===== config.mk =====
export PLATFORM = sky130hd
export DESIGN_NAME = alu_exec_stage_flat
export DESIGN_NICKNAME = d
export VERILOG_FILES = /design/src/rtl/alu_exec_if.sv /design/src/rtl/alu_exec_stage.sv /design/src/flat_wrapper.sv
export SDC_FILE = /design/constraint.sdc
export NUM_CORES = 1
export LEC_CHECK = 0
export BUFFER_PORTS_ARGS = -buffer_cell sky130_fd_sc_hd__buf_2
export CELL_PAD_IN_SITES_DETAIL_PLACEMENT = 0
export CELL_PAD_IN_SITES_GLOBAL_PLACEMENT = 1
export CORE_UTILIZATION = 46
export CTS_CLUSTER_DIAMETER = 30
export DETAILED_ROUTE_END_ITERATION = 7
export PLACE_DENSITY_LB_ADDON = 0.1
export SLEW_MARGIN = 20
export SYNTH_ARGS = -nofsm -noshare
export SYNTH_HDL_FRONTEND = slang
export SYNTH_SLANG_ARGS = --single-unit

===== constraint.sdc =====
create_clock -name clk -period 8.4 [get_ports clk]
set_input_delay 0.42 -clock clk [delete_from_list [all_inputs] [get_ports clk]]
set_output_delay 0.42 -clock clk [all_outputs]
set_load 0.005 [all_outputs]

===== src/rtl/alu_exec_if.sv =====
// alu_exec_if: upstream op and downstream result handshake bundle of the EX stage
interface alu_exec_if #(
  parameter int WIDTH = 32,
  parameter int TAGW  = 5
);
  logic             in_valid;
  logic             in_ready;
  logic [2:0]       alu_ctrl;
  logic [WIDTH-1:0] src_a;
  logic [WIDTH-1:0] src_b;
  logic [TAGW-1:0]  rd_in;
  logic             out_valid;
  logic             out_ready;
  logic [WIDTH-1:0] result;
  logic             zero;
  logic             illegal;
  logic [TAGW-1:0]  rd_out;
  modport master (
    output in_valid, alu_ctrl, src_a, src_b, rd_in, out_ready,
    input  in_ready, out_valid, result, zero, illegal, rd_out
  );
  modport slave (
    input  in_valid, alu_ctrl, src_a, src_b, rd_in, out_ready,
    output in_ready, out_valid, result, zero, illegal, rd_out
  );
endinterface


===== src/rtl/alu_exec_stage.sv =====
// alu_exec_stage: RV32I EX-stage ALU with registered result and 2-entry skid buffer
module alu_exec_stage #(
  parameter int WIDTH = 32,
  parameter int TAGW  = 5
) (
  input logic      clk,
  input logic      reset,
  input logic      flush,
  alu_exec_if.slave bus
);
  localparam int EW = 1 + TAGW + WIDTH;
  logic             m_v, s_v, m_zero, acc, pop, load_main, n_ill;
  logic [WIDTH-1:0] n_res;
  logic [EW-1:0]    n_e, nm_e, m_e, s_e;
  assign acc         = bus.in_valid & ~s_v;
  assign pop         = m_v & bus.out_ready;
  assign load_main   = ~m_v | pop;
  assign bus.in_ready  = ~s_v;
  assign bus.out_valid = m_v;
  assign bus.result    = m_e[WIDTH-1:0];
  assign bus.rd_out    = m_e[WIDTH +: TAGW];
  assign bus.illegal   = m_e[EW-1];
  assign bus.zero      = m_zero;
  // operate on the incoming op; the skid entry has priority for the main slot to keep FIFO order
  always_comb begin
    n_ill = bus.alu_ctrl == 3'b100 || bus.alu_ctrl == 3'b110 || bus.alu_ctrl == 3'b111;
    n_res = bus.alu_ctrl == 3'b000 ? bus.src_a + bus.src_b :
            bus.alu_ctrl == 3'b001 ? bus.src_a - bus.src_b :
            bus.alu_ctrl == 3'b010 ? bus.src_a & bus.src_b :
            bus.alu_ctrl == 3'b011 ? bus.src_a | bus.src_b :
            bus.alu_ctrl == 3'b101 ? {{(WIDTH-1){1'b0}}, $signed(bus.src_a) < $signed(bus.src_b)} :
            '0;
    n_e  = {n_ill, bus.rd_in, n_res};
    nm_e = s_v ? s_e : n_e;
  end
  // main/skid entry state; outputs hold their last values once the stage drains
  always_ff @(posedge clk) begin
    if (!reset) begin
      m_v    <= 1'b0;
      s_v    <= 1'b0;
      m_e    <= '0;
      s_e    <= '0;
      m_zero <= 1'b0;
    end else if (flush) begin
      m_v <= 1'b0;
      s_v <= 1'b0;
    end else if (load_main) begin
      m_v <= s_v | acc;
      s_v <= 1'b0;
      if (s_v | acc) begin
        m_e    <= nm_e;
        m_zero <= nm_e[WIDTH-1:0] == '0;
      end
    end else if (acc) begin
      s_v <= 1'b1;
      s_e <= n_e;
    end
  end
endmodule

===== src/flat_wrapper.sv =====
// flat-port wrapper written by rule: the top's interface ports become plain ports
module alu_exec_stage_flat 
#(
  parameter int WIDTH = 32,
  parameter int TAGW  = 5
)
  (clk, reset, flush, bus_in_valid, bus_alu_ctrl, bus_src_a, bus_src_b, bus_rd_in, bus_out_ready, bus_in_ready, bus_out_valid, bus_result, bus_zero, bus_illegal, bus_rd_out);
  alu_exec_if #(.WIDTH(WIDTH), .TAGW(TAGW)) bus_i ();
  input logic clk;
  input logic reset;
  input logic flush;
  input wire logic [$bits(bus_i.in_valid)-1:0] bus_in_valid;
  input wire logic [$bits(bus_i.alu_ctrl)-1:0] bus_alu_ctrl;
  input wire logic [$bits(bus_i.src_a)-1:0] bus_src_a;
  input wire logic [$bits(bus_i.src_b)-1:0] bus_src_b;
  input wire logic [$bits(bus_i.rd_in)-1:0] bus_rd_in;
  input wire logic [$bits(bus_i.out_ready)-1:0] bus_out_ready;
  output wire logic [$bits(bus_i.in_ready)-1:0] bus_in_ready;
  output wire logic [$bits(bus_i.out_valid)-1:0] bus_out_valid;
  output wire logic [$bits(bus_i.result)-1:0] bus_result;
  output wire logic [$bits(bus_i.zero)-1:0] bus_zero;
  output wire logic [$bits(bus_i.illegal)-1:0] bus_illegal;
  output wire logic [$bits(bus_i.rd_out)-1:0] bus_rd_out;
  assign bus_i.in_valid = bus_in_valid;
  assign bus_i.alu_ctrl = bus_alu_ctrl;
  assign bus_i.src_a = bus_src_a;
  assign bus_i.src_b = bus_src_b;
  assign bus_i.rd_in = bus_rd_in;
  assign bus_i.out_ready = bus_out_ready;
  assign bus_in_ready = bus_i.in_ready;
  assign bus_out_valid = bus_i.out_valid;
  assign bus_result = bus_i.result;
  assign bus_zero = bus_i.zero;
  assign bus_illegal = bus_i.illegal;
  assign bus_rd_out = bus_i.rd_out;
  alu_exec_stage #(.WIDTH(WIDTH), .TAGW(TAGW)) u_core (.clk(clk), .reset(reset), .flush(flush), .bus(bus_i));
endmodule

==> results.ini, run 1 <==
[run_status]
status = completed

[worst_setup_path]
cp-start-kind = primary input
max_stage_delay_ns = 0.90
cp_max_fo = 29
cp_cell_sequence = buf_2, clkinv_1, a211oi_1, o41ai_1, a2111oi_0, nand3_1, or4b_4, nor4b_2, nand4_1, o41ai_2
cp-end-kind = register
worstPathRequired_ns = 8.63
crit_buf_inv = 2
crit_type = primary input to register
worst_path_dominant_cell_family = buffers and inverters
slowest_stage = clkinv_1
arrival_ns = 4.51

[synthesis]
syn_avg_cell_area_sq_um = 6.963
seq_area_frac_synth = 0.1754
synthFlopType = dfxtp_1
synth_nets = 1470
syn_inst = 1295
synth_top_area_frac = 0.1754
yosysTopAreaCell = dfxtp_1
ys_types = 100
netlist_top_cells_area = dfxtp_1 (18%), ha_1 (13%), nor2_1 (7.3%)
synth_area_sq_mm = 0.009017
synth_edf_count = 0
synth_seq_cells = 79
synthArstFlopShare = 0
ys_warn_count = 0

[global_route]
grt_antenna_before_repair = 0
overflow = 0
grt_max_degree = 63
grt_pass1_wl_mm = 47.22
grt_usage = 0.2963
grt_pass1_vias = 8672

[power_and_ir_drop]
p_per_area_mw_per_mm2 = 134.6
vdd_drop_max_mv = 0.08648
leakage_nw = 4.306

[layout]
final_common_cell = nor2_1
diodes = 0
area_growth_pct = 9.893
drive_gt1_frac = 0.1387
fin_nets = 1525
nFillCells = 1970
seqCellArea_sq_mm = 0.001583
multi_input_area_sq_mm = 0.006596
final_cell_mix = nor2_1 (175), nand2_1 (129), a21oi_1 (124)
finalInstanceArea_sq_mm = 0.009910

[placed_design]
io_buffers = 117
placed_cell_area_sq_mm = 0.009570
place_congestion = 0.9741
hpwl_mm = 22.47

[cts]
cts_tree = built
cts_buffer_depth = 2
root_buffer = clkbuf_16
clock_latency_ns = 0.33
cts_buffers = 9
post_cts_buffers = 0
cts_hold_buffers = 0
path_clk_slew_ns = 0.06
cts_resized = 0
h-tree-depth = 3
cts_sinks = 79

[flow_run]
cap_violations = 0

[floorplan]
die_area_sq_mm = 0.02017
pin_count = 118
fp.dieH_um = 142.0
initial_core_util = 0.4757
rows = 50
core-area_sq_mm = 0.01896
die_width_um = 142.0

[timing]
worstMarginPinSlew_ns = 1.077
skew_ns = 0.004459
fmax_ghz = 0.2337
finalSetupTns_ns = 0
slew_viol_final = 0
period_needed_ns = 4.279
rsz0062_at_grt = no
finalHoldViolations = 0
fin_crit_sh = 0.5094
setup_viol = 0
slew_headroom = 0.2637

[route]
ant_nets = 0
routed_wl_mm = 30.22
vias_per_cell = 6.023
drcViolationCount = 0
dr.pass1.iters = 5
vias = 9727
first_iter_violations = 780
wire_per_inst_um = 18.71

[hold_path]
hold_path_class = primary input to register

[sequential cells by signal (all words and copies together) (netlist names)]
| signal | cells |
|---|---|
| u_core.bus.zero | 1 |
| u_core.s_v | 1 |
| u_core.m_e | 38 |
| u_core.bus.out_valid | 1 |
| u_core.s_e | 38 |
[cells by family after synthesis]
logic type                 after synthesis  synth area share
muxes                                   15           0.01887
adders and majority gates               98            0.1376
DFF                                     79            0.1754
and+or+nand+nor                        483            0.2534
buffers and inverters                  189           0.09366
xor gates and xnor gates                13           0.01263
AOI/OAI and AO/OA                      418            0.3084
[cell type report]
type | instances | share of cell area
Clock buffer | 11 | 0.02348
Clock inverter | 5 | 0.01073
Inverter | 104 | 0.03939
Multi-Input combinational cell | 1027 | 0.6657
Sequential cell | 79 | 0.1597
Tap cell | 260 | 0.03283
Timing Repair Buffer | 129 | 0.06818
[metal layers]
layer	up-vias	track usage	wire, um	share of wire
li1	4721	-	-	-
met1	4573	0.4276	14310	0.47
met2	378	0.4595	13080	0.43
met3	55	0.02961	2039	0.067
met4	0	0.09451	786	0.026
met5	-	0	0	0
[worst paths after layout]
kind	startpoint	endpoint	slack (ns)	cells after the start
max reg2reg	u_core.s_v$_SDFFE_PP0P_	u_core.bus.zero$_SDFFE_PN0P_	4.50	11
min reg2reg	u_core.m_e[26]$_SDFFE_PN0P_	u_core.m_e[26]$_SDFFE_PN0P_	0.45	2
max	bus_alu_ctrl[1]	u_core.bus.zero$_SDFFE_PN0P_	4.12	10
min	bus_rd_in[2]	u_core.s_e[34]$_SDFFE_PN0P_	0.34	3
[worst reg2reg max path, delay by kind of cell (launching register included)]
family	cells	cell delay [ns]
buffers and inverters	2	0.99
DFF	1	0.31
and+or+nand+nor	7	1.65
AOI/OAI and AO/OA	2	0.87
[report_power, final]
group / internal [W] / switching, W
combinational: 0.000173 / 0.000323
clock: 0.000291 / 0.000151
sequential: 0.000388 / 0.00000722
[cells in the mapped netlist (all sizes together), types with 24 or more instances]
library cell,instances
o21ai,70
a21oi,124
a211oi,35
inv,103
ha,96
dfxtp,79
nand2,129
nor2,177
clkbuf,51
nor3,41
a31oi,24
buf,34
o211ai,27
[metrics by stage]
| step | power, W | std cells | hold slack, ns | setup slack [ns] | utilization |
|---|---|---|---|---|---|
| final | 0.001333 | 1615 | 0.3379 | 4.121 | 0.5228 |
| after global routing | 0.001397 | 1615 | 0.3549 | 3.955 | 0.5228 |
| after CTS | 0.001327 | 1615 | 0.3345 | 4.259 | 0.5228 |
| after detailed placement | 0.0008865 | 1599 | 0.4415 | 3.940 | 0.5049 |
| after global placement | 0.0008861 | 1599 | 0.4381 | 4.032 | 0.5049 |
| after floorplan | 0.0007421 | 1295 | 0.4321 | 4.846 | - |
No activity file was read; power rests on OpenSTA's default activity.
==> run 2: changes to the inputs <==
- CORE_UTILIZATION: 46 -> 43
- clock period: 8.4 -> 4.28 ns (I/O delays scaled with it)
==> results.ini, run 2 (synthesis gave the netlist of run 1 again) <==
[global_route]
grt_antenna_before_repair = 0
grt_usage = 0.2879
overflow = 0
grt_pass1_vias = 8931
grt_pass1_wl_mm = 49.57
grt_max_degree = 52

[cts]
cts_buffer_depth = 2
cts_tree = built
post_cts_buffers = 0
root_buffer = clkbuf_16
cts_hold_buffers = 0
h-tree-depth = 3
cts_buffers = 9
cts_sinks = 79
path_clk_slew_ns = 0.06
clock_latency_ns = 0.33
cts_resized = 0

[layout]
final_cell_mix = nor2_1 (175), nand2_1 (129), a21oi_1 (124)
biggestRegsByFlops = u_core.m_e x38, u_core.s_e x38
area_growth_pct = 12.11
final_common_cell = nor2_1
diodes = 0
fin_cells = 1655
final_util = 0.4964
drive_gt1_frac = 0.1588
finalInstanceArea_sq_mm = 0.01011
fin_nets = 1557

[timing]
slew_headroom = 0.3302
fin_crit_sh = 0.8470
finalHoldViolations = 0
setup_viol = 0
worstMarginPinSlew_ns = 0.9943
period_needed_ns = 3.625
whs_ns = 0.1312
rsz0062_at_grt = no
slew_viol_final = 0
finalSetupTns_ns = 0
fmax_ghz = 0.2759
skew_ns = 0.005416

[route]
wire_per_inst_um = 18.85
vias = 9781
ant_nets = 0
dr.pass1.iters = 6
drcViolationCount = 0
vias_per_cell = 5.910
first_iter_violations = 980
routed_wl_mm = 31.20

[placed_design]
io_buffers = 117
dp_cells = 1641
hpwl_mm = 24.06
place_congestion = 0.9481
placed_cell_area_sq_mm = 0.009823

[hold_path]
hold_path_class = primary input to register

[worst_setup_path]
arrival_ns = 3.86
worstPathRequired_ns = 4.52
crit_type = primary input to register
cp-end-kind = register
cp_max_fo = 3
cp-start-kind = primary input

[power_and_ir_drop]
vdd_drop_max_mv = 0.1549
p_per_area_mw_per_mm2 = 251.0
leakage_nw = 4.441

[floorplan]
fp.dieH_um = 146.8
rows = 52
initial_core_util = 0.4428
pin_count = 118
die_width_um = 146.8
core-area_sq_mm = 0.02036
die_area_sq_mm = 0.02155

[run_status]
status = completed

[flow_run]
cap_violations = 0

[run 2: critical path, cell delays in order]
cell and delay (ns):
buf_2 0.09, inv_1 0.05, ha_1 0.21, fa_1 0.41, o21bai_1 0.21, a21oi_1 0.18, and3b_1 0.22, o32ai_2 0.28
a2bb2oi_1 0.14, a2111oi_0 0.41, nand3_1 0.18, or4b_4 0.51, nor4b_2 0.29, nand4_1 0.15, o41ai_2 0.32
[run 2: through the flow]
| stage | worst slack [ns] | total power (W) |
|---|---|---|
| floorplan | 0.9317 | 0.001457 |
| global placement | 0.3206 | 0.001779 |
| detailed placement | 0.3186 | 0.001777 |
| CTS | 0.6432 | 0.002523 |
| global route | 0.3221 | 0.002677 |
| finish | 0.6549 | 0.002538 |
[run 2: cell type report]
| class | count | area [sq um] |
|---|---|---|
| Tap cell | 270 | 337.8 |
| Clock inverter | 4 | 47.55 |
| Timing Repair Buffer | 161 | 915.9 |
| Fill cell | 2170 | 10250 |
| Inverter | 104 | 390.4 |
| Multi-Input combinational cell | 1027 | 6596 |
| Sequential cell | 79 | 1583 |
| Clock buffer | 10 | 239.0 |
[run 2: final timing paths]
path	start	endpoint	slack, ns	depth (start not counted)
hold / removal	bus_rd_in[3]	u_core.s_e[35]$_SDFFE_PN0P_	0.13	3
hold reg to reg	u_core.m_e[28]$_SDFFE_PN0P_	u_core.m_e[28]$_SDFFE_PN0P_	0.45	2
setup / recovery	bus_src_a[0]	u_core.bus.zero$_SDFFE_PN0P_	0.65	15
setup reg to reg	u_core.bus.out_valid$_SDFFE_PP0P_	u_core.bus.zero$_SDFFE_PN0P_	1.56	9
[run 2: metal layers]
metal  vias to the layer above  share of wire  routed length [um]  GRT usage
met5                         -              0                   0          0
met2                       393           0.43               13540     0.4438
met3                        55          0.069                2151    0.03478
met4                         0          0.026                 800    0.09323
met1                      4538           0.47               14700     0.4133
li1                       4795              -                   -          -
[run 2: power breakdown]
group / switching [W] / total, W / internal, W
sequential: 0.0000140 / 0.000776 / 0.000762
clock: 0.000293 / 0.000752 / 0.000459
combinational: 0.000642 / 0.00101 / 0.000367
==> run 3: changes to the inputs <==
- clock period: 4.28 -> 3.35 ns (I/O delays scaled with it)
==> results.ini, run 3 (synthesis gave the netlist of run 1 again) <==
[run_status]
status = completed

[layout]
nFillCells = 2026
seqCellArea_sq_mm = 0.001583
fin_nets = 1756
finalInstanceArea_sq_mm = 0.01190
multi_input_area_sq_mm = 0.006853
final_cell_mix = buf_4 (239), nor2_1 (173), nand2_1 (129)
area_growth_pct = 32.01
diodes = 0
drive_gt1_frac = 0.2900
final_common_cell = buf_4
biggestRegsByFlops = u_core.m_e x38, u_core.s_e x38

[route]
wl_met3_mm = 2.305
first_iter_violations = 944
routed_wl_mm = 33.07
vias = 10550
wl_met1_mm = 15.22
drcViolationCount = 0
vias_per_cell = 5.685
wire_per_inst_um = 17.82
dr.pass1.iters = 7
highest_layer = met4
wl_met2_mm = 14.72
ant_nets = 0

[placed_design]
placed_cell_area_sq_mm = 0.01134
hpwl_mm = 25.90
place_congestion = 0.9436
io_buffers = 117

[worst_setup_path]
arrival_ns = 3.43
cp-start-kind = primary input
crit_type = primary input to register
max_stage_delay_ns = 0.37
worst_path_dominant_cell_family = compound AO/OA/AOI/OAI gates
cp-end-kind = register
crit_buf_inv = 8
cp_max_fo = 5
worstPathRequired_ns = 3.59
slowest_stage = o311a_1
crit_top_cell = buf_4
cp_cell_sequence = buf_2, inv_2, buf_4, ha_1, o311a_1, buf_4, o211a_4, o21ai_4, buf_4, buf_4, a21oi_2, buf_4, a221oi_2, xnor2_1, o22ai_2, buf_4, nor2_2, a22oi_1, o41ai_2

[cts]
cts_buffer_depth = 2
cts_sinks = 79
root_buffer = clkbuf_16
h-tree-depth = 3
cts_tree = built
clock_latency_ns = 0.34
cts_buffers = 9
path_clk_slew_ns = 0.07

[floorplan]
die_area_sq_mm = 0.02155
core-area_sq_mm = 0.02036
fp.dieH_um = 146.8
pin_count = 118
initial_core_util = 0.4428
rows = 52
die_width_um = 146.8

[power_and_ir_drop]
p_total_w = 0.003553
vdd_drop_max_mv = 0.2255
leakage_nw = 5.452
p_per_area_mw_per_mm2 = 298.5

[timing]
slew_headroom = 0.3628
fin_crit_sh = 0.9518
worstMarginPinSlew_ns = 0.9558
setup_viol = 0
skew_ns = 0.005223
period_needed_ns = 3.189
slew_viol_final = 0
finalHoldViolations = 0
whs_ns = 0.07419
fmax_ghz = 0.3136

[global_route]
grt_usage = 0.3039
grt_pass1_vias = 9914
grt_antenna_before_repair = 0
grt_pass1_wl_mm = 52.41
overflow = 0
grt_max_degree = 61

[hold_path]
hold_path_class = primary input to register

[flow_run]
cap_violations = 0

## run 3: cell count changes in the layout (fill, tap and decap cells not counted), moves of 4 or more
| cell | before | now |
|---|---|---|
| a211oi_1 | 34 | 29 |
| a211oi_2 | 1 | 5 |
| buf_12 | 0 | 4 |
| buf_4 | 44 | 239 |
| ha_1 | 96 | 88 |
| ha_4 | 0 | 5 |
| inv_1 | 100 | 96 |
| inv_2 | 3 | 7 |
## run 3: metrics by stage
step,util,TNS [ns],setup WS [ns],std cells
6_report,0.5845,0,0.1615,1856
4_1_cts,0.5749,0,0.03285,1855
5_1_grt,0.5845,-0.03882,-0.03882,1856
3_5_place_dp,0.5571,-1.066,-0.5118,1837
2_1_floorplan,-,0,0.04817,1295
3_3_place_gp,0.5571,-0.6503,-0.2880,1837
## run 3: worst paths after layout
kind	startpoint	endpoint	slack (ns)	cells after the start
worst max-delay path	bus_src_b[1]	u_core.bus.zero$_SDFFE_PN0P_	0.16	19
worst min-delay path	bus_rd_in[3]	u_core.s_e[35]$_SDFFE_PN0P_	0.07	3
worst max register to register	u_core.s_v$_SDFFE_PP0P_	u_core.bus.zero$_SDFFE_PN0P_	0.78	7
worst min register to register	u_core.m_e[27]$_SDFFE_PN0P_	u_core.m_e[27]$_SDFFE_PN0P_	0.45	2
## run 3: layout make-up
cell class	count	share of cell area
multi-input cells	1027	0.5757
repair buffers	360	0.2066
flip-flops and latches	79	0.1330
inverters	104	0.03279
well taps	270	0.02838
clock buffers	9	0.01892
clock inverters	7	0.004625
## run 3: worst reg2reg max path: cells and delay by family, from the launching register on
| kind | cells | cell delay (ns) |
|---|---|---|
| compound gates | 1 | 0.21 |
| buf+inv | 2 | 0.62 |
| simple gates | 3 | 0.96 |
| mux | 1 | 0.35 |
| flops | 1 | 0.34 |
## run 3: metal layers
metal,vias up,global-route usage
met3,52,0.04441
met4,0,0.08333
met5,-,0
li1,5192,-
met2,433,0.5005
met1,4874,0.4112
## run 3: where the power goes
part           internal (W)  switching [W]
Sequential         0.000973      0.0000191
Combinational      0.000721       0.000909
Clock              0.000512       0.000419
## run 3: timing repair
action,4_1_cts,5_1_grt
gates resized for setup,13,37
endpoints found under the setup margin,1,7
buffers inserted,2,1
pin swaps,7,10
endpoints found under the hold margin,0,0
hold buffers,0,0
